## config.mk

```make
export PLATFORM = sky130hd
export DESIGN_NAME = operand_loader_flat
export DESIGN_NICKNAME = d
export VERILOG_FILES = /design/src/rtl/operand_loader_pkg.sv /design/src/rtl/operand_loader_if.sv /design/src/rtl/operand_loader_ser_shift_reg.sv /design/src/rtl/operand_loader.sv /design/src/flat_wrapper.sv
export SDC_FILE = /design/constraint.sdc
export NUM_CORES = 1
export LEC_CHECK = 0
export CORE_MARGIN = 2
export CORE_UTILIZATION = 57
export DETAILED_ROUTE_END_ITERATION = 10
export PLACE_DENSITY = 0.94
export SLEW_MARGIN = 40
export SYNTH_ARGS = -nofsm -noshare
export SYNTH_HDL_FRONTEND = slang
export SYNTH_HIERARCHICAL = 1
export SYNTH_SLANG_ARGS = --single-unit
```

## constraint.sdc

```tcl
create_clock -name clk -period 3.8 [get_ports clk]
set_input_delay 0.95 -clock clk [delete_from_list [all_inputs] [get_ports clk]]
set_output_delay 0.95 -clock clk [all_outputs]
set_load 0.01 [all_outputs]
```

## src/rtl/operand_loader_pkg.sv

```systemverilog
// rtl/operand_loader_pkg.sv - shared state encoding and counter sizing for operand_loader
package operand_loader_pkg;

    typedef enum logic [1:0] {
        ST_IDLE  = 2'd0,
        ST_SHIFT = 2'd1,
        ST_HOLD  = 2'd2
    } state_t;

    // Wide enough to hold WIDTH itself, so the bit counter can never wrap
    function automatic int cnt_width(input int width);
        return $clog2(width + 1);
    endfunction

endpackage

```

## src/rtl/operand_loader_if.sv

```systemverilog
// rtl/operand_loader_if.sv - serial operand input and parallel operand output bundle
interface operand_loader_if #(parameter int WIDTH = 8);
    logic             ena;
    logic             start;
    logic             ser_a;
    logic             ser_b;
    logic [WIDTH-1:0] out_a;
    logic [WIDTH-1:0] out_b;
    logic             out_valid;
    logic             out_ready;
    logic             busy;
    logic             overrun;

    modport master (
        output ena, start, ser_a, ser_b, out_ready,
        input  out_a, out_b, out_valid, busy, overrun
    );

    modport slave (
        input  ena, start, ser_a, ser_b, out_ready,
        output out_a, out_b, out_valid, busy, overrun
    );
endinterface

```

## src/rtl/operand_loader_ser_shift_reg.sv

```systemverilog
// rtl/operand_loader_ser_shift_reg.sv - MSB-first serial-in/parallel-out register with clear and enable
module ser_shift_reg #(
    parameter int WIDTH = 8
) (
    input  logic             clk,
    input  logic             rst_n,
    input  logic             i_clr,
    input  logic             i_en,
    input  logic             i_din,
    output logic [WIDTH-1:0] o_q
);

    logic [WIDTH-1:0] r_q;

    always_ff @(posedge clk or negedge rst_n) begin
        if (!rst_n) begin
            r_q <= '0;
        end else if (i_clr) begin
            r_q <= '0;
        end else if (i_en) begin
            r_q <= {r_q[WIDTH-2:0], i_din};
        end
    end

    assign o_q = r_q;

endmodule

```

## src/rtl/operand_loader.sv

```systemverilog
// rtl/operand_loader.sv - collects two MSB-first serial operands and presents them as a valid/ready pair
module operand_loader
    import operand_loader_pkg::*;
#(
    parameter int WIDTH = 8
) (
    input  logic            clk,
    input  logic            rst_n,
    operand_loader_if.slave bus
);

    localparam int CW = cnt_width(WIDTH);

    state_t           r_state;
    logic [CW-1:0]    r_cnt;
    logic [WIDTH-1:0] r_out_a;
    logic [WIDTH-1:0] r_out_b;
    logic             r_out_valid;
    logic             r_busy;
    logic             r_overrun;

    logic             w_handshake;
    logic             w_clr;
    logic             w_shift_en;
    logic             w_last_bit;
    logic [WIDTH-1:0] w_qa;
    logic [WIDTH-1:0] w_qb;

    assign w_handshake = bus.ena && (r_state == ST_HOLD) && bus.out_ready;
    assign w_clr       = bus.ena && bus.start &&
                         ((r_state == ST_IDLE) || w_handshake);
    assign w_shift_en  = bus.ena && (r_state == ST_SHIFT);
    assign w_last_bit  = (r_cnt == CW'(WIDTH - 1));

    ser_shift_reg #(.WIDTH(WIDTH)) u_sr_a (
        .clk   (clk),
        .rst_n (rst_n),
        .i_clr (w_clr),
        .i_en  (w_shift_en),
        .i_din (bus.ser_a),
        .o_q   (w_qa)
    );

    ser_shift_reg #(.WIDTH(WIDTH)) u_sr_b (
        .clk   (clk),
        .rst_n (rst_n),
        .i_clr (w_clr),
        .i_en  (w_shift_en),
        .i_din (bus.ser_b),
        .o_q   (w_qb)
    );

    always_ff @(posedge clk or negedge rst_n) begin
        if (!rst_n) begin
            r_state     <= ST_IDLE;
            r_cnt       <= '0;
            r_out_a     <= '0;
            r_out_b     <= '0;
            r_out_valid <= 1'b0;
            r_busy      <= 1'b0;
            r_overrun   <= 1'b0;
        end else if (bus.ena) begin
            case (r_state)
                ST_IDLE: begin
                    if (bus.start) begin
                        r_state <= ST_SHIFT;
                        r_cnt   <= '0;
                        r_busy  <= 1'b1;
                    end
                end
                ST_SHIFT: begin
                    if (bus.start) begin
                        r_overrun <= 1'b1;
                    end
                    r_cnt <= r_cnt + CW'(1);
                    // The final bit is taken straight from the serial inputs so
                    // the outputs load on the same edge as the last sample
                    if (w_last_bit) begin
                        r_state     <= ST_HOLD;
                        r_out_a     <= {w_qa[WIDTH-2:0], bus.ser_a};
                        r_out_b     <= {w_qb[WIDTH-2:0], bus.ser_b};
                        r_out_valid <= 1'b1;
                        r_busy      <= 1'b0;
                    end
                end
                ST_HOLD: begin
                    if (bus.out_ready) begin
                        r_out_valid <= 1'b0;
                        if (bus.start) begin
                            r_state <= ST_SHIFT;
                            r_cnt   <= '0;
                            r_busy  <= 1'b1;
                        end else begin
                            r_state <= ST_IDLE;
                        end
                    end else if (bus.start) begin
                        r_overrun <= 1'b1;
                    end
                end
                default: begin
                    r_state <= ST_IDLE;
                end
            endcase
        end
    end

    assign bus.out_a     = r_out_a;
    assign bus.out_b     = r_out_b;
    assign bus.out_valid = r_out_valid;
    assign bus.busy      = r_busy;
    assign bus.overrun   = r_overrun;

endmodule
```

## src/flat_wrapper.sv

```systemverilog
// flat-port wrapper written by rule: the top's interface ports become plain ports
module operand_loader_flat import operand_loader_pkg::*;
#(
    parameter int WIDTH = 8
)
  (clk, rst_n, bus_ena, bus_start, bus_ser_a, bus_ser_b, bus_out_ready, bus_out_a, bus_out_b, bus_out_valid, bus_busy, bus_overrun);
  operand_loader_if #(.WIDTH(WIDTH)) bus_i ();
  input  logic clk;
  input  logic rst_n;
  input wire logic [$bits(bus_i.ena)-1:0] bus_ena;
  input wire logic [$bits(bus_i.start)-1:0] bus_start;
  input wire logic [$bits(bus_i.ser_a)-1:0] bus_ser_a;
  input wire logic [$bits(bus_i.ser_b)-1:0] bus_ser_b;
  input wire logic [$bits(bus_i.out_ready)-1:0] bus_out_ready;
  output wire logic [$bits(bus_i.out_a)-1:0] bus_out_a;
  output wire logic [$bits(bus_i.out_b)-1:0] bus_out_b;
  output wire logic [$bits(bus_i.out_valid)-1:0] bus_out_valid;
  output wire logic [$bits(bus_i.busy)-1:0] bus_busy;
  output wire logic [$bits(bus_i.overrun)-1:0] bus_overrun;
  assign bus_i.ena = bus_ena;
  assign bus_i.start = bus_start;
  assign bus_i.ser_a = bus_ser_a;
  assign bus_i.ser_b = bus_ser_b;
  assign bus_i.out_ready = bus_out_ready;
  assign bus_out_a = bus_i.out_a;
  assign bus_out_b = bus_i.out_b;
  assign bus_out_valid = bus_i.out_valid;
  assign bus_busy = bus_i.busy;
  assign bus_overrun = bus_i.overrun;
  operand_loader #(.WIDTH(WIDTH)) u_core (.clk(clk), .rst_n(rst_n), .bus(bus_i));
endmodule
```

# Yosys cells after proc, flatten, opt, wreduce, memory -nomap -nowiden
# Index checks and enable logic that the tools add are counted.
dict set report op_classes {
  add_sub_neg 1
  n_eq_ne 7
  muxes 22
  reduce_logical 16
}
# cell count
set ops {}
lappend ops {{$mux 7} 4}
lappend ops {{$pmux 4 s3} 1}
lappend ops {{$reduce_and 4->1} 3}
lappend ops {{$reduce_and 3->1} 3}
lappend ops {{$mux 1} 8}
lappend ops {{$mux 4} 2}
lappend ops {{$mux 2} 3}
lappend ops {{$ne 2x2->1 const B} 3}
lappend ops {{$pmux 2 s3} 1}
lappend ops {{$logic_and 1x1->1} 5}
lappend ops {{$add 4x1->4 const B} 1}
lappend ops {{$eq 4x3->1 const B} 1}
lappend ops {{$pmux 1 s2} 2}
lappend ops {{$reduce_bool 2->1} 2}
lappend ops {{$pmux 1 s3} 1}
lappend ops {{$reduce_bool 3->1} 1}
lappend ops {{$eq 2x1->1 const B} 1}
lappend ops {{$eq 2x2->1 const B} 1}
lappend ops {{$logic_not 2->1} 1}
lappend ops {{$ne 2x1->1 const B} 1}
lappend ops {{$logic_or 1x1->1} 1}
dict set report word_totals {
  register_bits 39
  input_bits 7
  output_inout_bits 19
  word_cells 55
}

# Logic depth before layout (Yosys ltp)
dict set report logic_depth {
  depth_word 6
  ltp_mapped 7
  depth_no_buf 4
}

# Hierarchy
# Netlist, hierarchy kept.
# mod n_inst cells_each area_per_inst_um2 seq_area_each_um2
set by_module_without_submodules {}
lappend by_module_without_submodules {operand_loader 1 83 1117.3 625.6}
lappend by_module_without_submodules {ser_shift_reg 2 26 325.3 200.2}

# Worst setup path after synthesis
# No wires, ideal clock.
dict set report synth_path {
  path_kind {in2reg}
  start {in bus_ena}
  end {reg u_core.r_out_a[5], in the netlist u_core/bus.out_a[5]}
  setup_ns 0.125
  arrival_ns 1.920
  required_ns 3.675
  slack_ns 1.755
  path_stages 6
  n_path_buf 3
  path_cell_list {and3b_1 buf_6 and2_4 buf_6 buf_12 mux2_4}
}
dict set report synth_between {
  elab_chain_cells 1
}
# element line
set synth_lines {}
lappend synth_lines {{start, declared} flat_wrapper.sv:10} ;# input wire logic [$bits(bus_i.ena)-1:0] bus_ena;
lappend synth_lines {{$reduce_and 3->1 (no source line)} -}
lappend synth_lines {{end signal, assigned} operand_loader.sv:80} ;# r_out_a <= {w_qa[WIDTH-2:0], bus.ser_a};
lappend synth_lines {{end, declared} operand_loader.sv:16} ;# logic [WIDTH-1:0] r_out_a;
# Every way passes these cells.
# A chain may end at the register's enable or synchronous reset.

# Final worst setup path
dict set report layout_path {
  start {in bus_ena}
  end {reg u_core.r_out_a[1], in the netlist u_core/bus.out_a[1]}
}
# Same word-level chain as after synthesis.

==> run metrics <==
actual slew at the worst max-slew pin=approximately 470 ps; Met2 Wirelength=~1500 µm; Worst EP required=approximately 4000 ps; Tmin final=between 2000 and 2500 ps; Logic pwr share=37.4%; Seq pwr share=between 40% and 50%; CTS H-tree depth=2; clock share of power=14.0%; # setup viols final=0; initial antenna violation count=0; via count=between 1000 and 1500; RSZ-0062 raised after global routing=false; Max Buffers Root-to-Sink=2; largest net degree at the start of global routing=40; number of global-route vias before repair=roughly 1100; drt drc=0; WL/cell=15.9 µm; Slew Viols, Final=0; final WL=slightly below 3000 µm; Die Ht=roughly 58 µm; worst skew pair latency=about 330 ps; Worst-path clk slew=roughly 120 ps; post-cts gate resize count=0; GPL Wtd Cong=0.768; CTS sink count=39; Pint=between 900 and 1000 µW; share of cells above drive strength 1=17.9%; syn nets=137; fin area=1970 µm²; CP endpoint kind=flop; Cell Area, Placed=1910 µm²; WL met3=around 120 µm; Initial DRC Count=25; Std-Cell Rows=19; setup TNS=0 ps; Root Buffer=clkbuf_4; Clock Skew=roughly 7.3 ps; first-pass GRT wire length=approximately 5500 µm; Area growth, synth to finish=16.7%; syn avg cell area=about 13 µm²; Num CTS Buffers=5; critical path class=input port to flop; Initial DRT Pass Iterations=4; starting density of the core=60.8%; Arr. time, crit path=about 2500 ps; overall routing resource usage=21.3%; final hold vios=0; Max-Cap Viols=0; Tcrit/Tclk final=59.7%; postcts setup bufs=0; # diodes=0; Buffers on Ports=25; fill cell count=roughly 190; YS warnings=6; area of the multi-input gates=about 610 µm²; cell area power density=about 740 nW/µm²; Max FO, Critical Path=17; switch share=33.7%; Slew HR=roughly 68%; top routing layer in use=met4; gr ovfl total=0; die area=between 3000 and 4000 µm²; HP Class=flop to flop; core area=between 2000 and 3000 µm²; critical path launch point type=input port; detailed-placement wirelength estimate=roughly 2100 µm; Syn Std Cell Area=~1700 µm²; Post-Synthesis Cells=129; Hold Buf Count CTS=0; IO Pins=26; Leak Pwr=about 0.00093 µW; met1 wire length=roughly 1300 µm; layout net count=about 160; Final ANT Viol Nets=0; CTS tree=yes; Via density=~5.7; max frequency=441 MHz; Die Wd=between 50 and 60 µm; maximum vdd drop=approximately 0.00050 V; status=finished clean; Psw=approximately 490 µW; Reg area=976 µm²
[critical path, cell delays in order]
cell	delay, ps
clkdlybuf4s50_1	590
and3b_1	230
and2_4	340
mux2_2	370
[routing by layer]
layer  GRT usage, %  vias to the layer above
met5              0                        -
met4           5.32                        0
met3           4.62                        2
met2           35.3                       25
met1           28.8                      542
li1               -                      499
[worst paths after layout]
path	slack, ps	depth (start not counted)	startpoint	endpoint
worst max register to register	2090	4	u_core/r_cnt[0]	u_core/bus.out_a[1]
worst min register to register	490	1	u_core/bus.overrun	u_core/bus.overrun
min in group asynchronous	560	1	rst_n	u_core/r_cnt[2]
worst min-delay path	490	1	u_core/bus.overrun	u_core/bus.overrun
worst max-delay path	1530	4	bus_ena	u_core/bus.out_a[1]
max in group asynchronous	2900	1	rst_n	u_core/r_cnt[1]
[metrics by stage]
stage | util (%) | hold slack, ps | std cells | power (µW) | setup WS, ps
after floorplan | - | 468 | 129 | 1040 | 1760
after global placement | 68.7 | 462 | 179 | 1210 | 1280
after detailed placement | 68.7 | 470 | 179 | 1260 | 1210
after CTS | 70.8 | 502 | 187 | 1470 | 1540
after global routing | 70.9 | 525 | 187 | 1560 | 1500
final | 70.9 | 491 | 187 | 1450 | 1530
[state kept, by name (all words and copies together), names as in the netlist]
| name | count |
|---|---|
| u_core/r_state | 2 |
| u_core/bus.busy | 1 |
| u_core/r_cnt | 4 |
| u_core/bus.out_valid | 1 |
| u_core/bus.overrun | 1 |
| u_core/u_sr_a/o_q | 7 |
| u_core/u_sr_b/o_q | 7 |
| u_core/bus.out_a | 8 |
| u_core/bus.out_b | 8 |
[final cells by class]
cell class / instances / area share (%)
sequential: 39 / 49.5
multi-input combinational: 76 / 31.2
timing repair buffer: 27 / 13.3
tap: 31 / 1.97
clock buffer: 5 / 1.90
inverter: 6 / 1.14
clock inverter: 3 / 1.02
[layout by cell type (no fill, tap or decap)]
master and n:
dfrtp_1 39, clkdlybuf4s50_1 24, nor2_1 16, mux2i_1 15, mux2_4 9, mux2_2 7, inv_1 6, o21ai_0 6
clkbuf_4 5, buf_4 3, clkinvlp_4 2, nor2b_1 2, nand2_1 2, and3b_1 2, a21oi_1 2, nand4_1 2
a21o_1 2, clkinv_2 1, nor3_1 1, and2_4 1, nand2b_1 1, o211ai_1 1, a31oi_1 1, a2bb2oi_1 1
o21bai_1 1, nand3_1 1, a221oi_1 1, o2bb2ai_1 1, ha_1 1
[power by group through the flow]
stage | clock network, µW | logic, µW | registers (µW)
floorplan | 0 | 332 | 705
global placement | 0 | 513 | 697
detailed placement | 0 | 542 | 714
CTS | 215 | 547 | 704
global route | 234 | 598 | 728
finish | 204 | 543 | 704
Power figures use the tool's default switching activity.
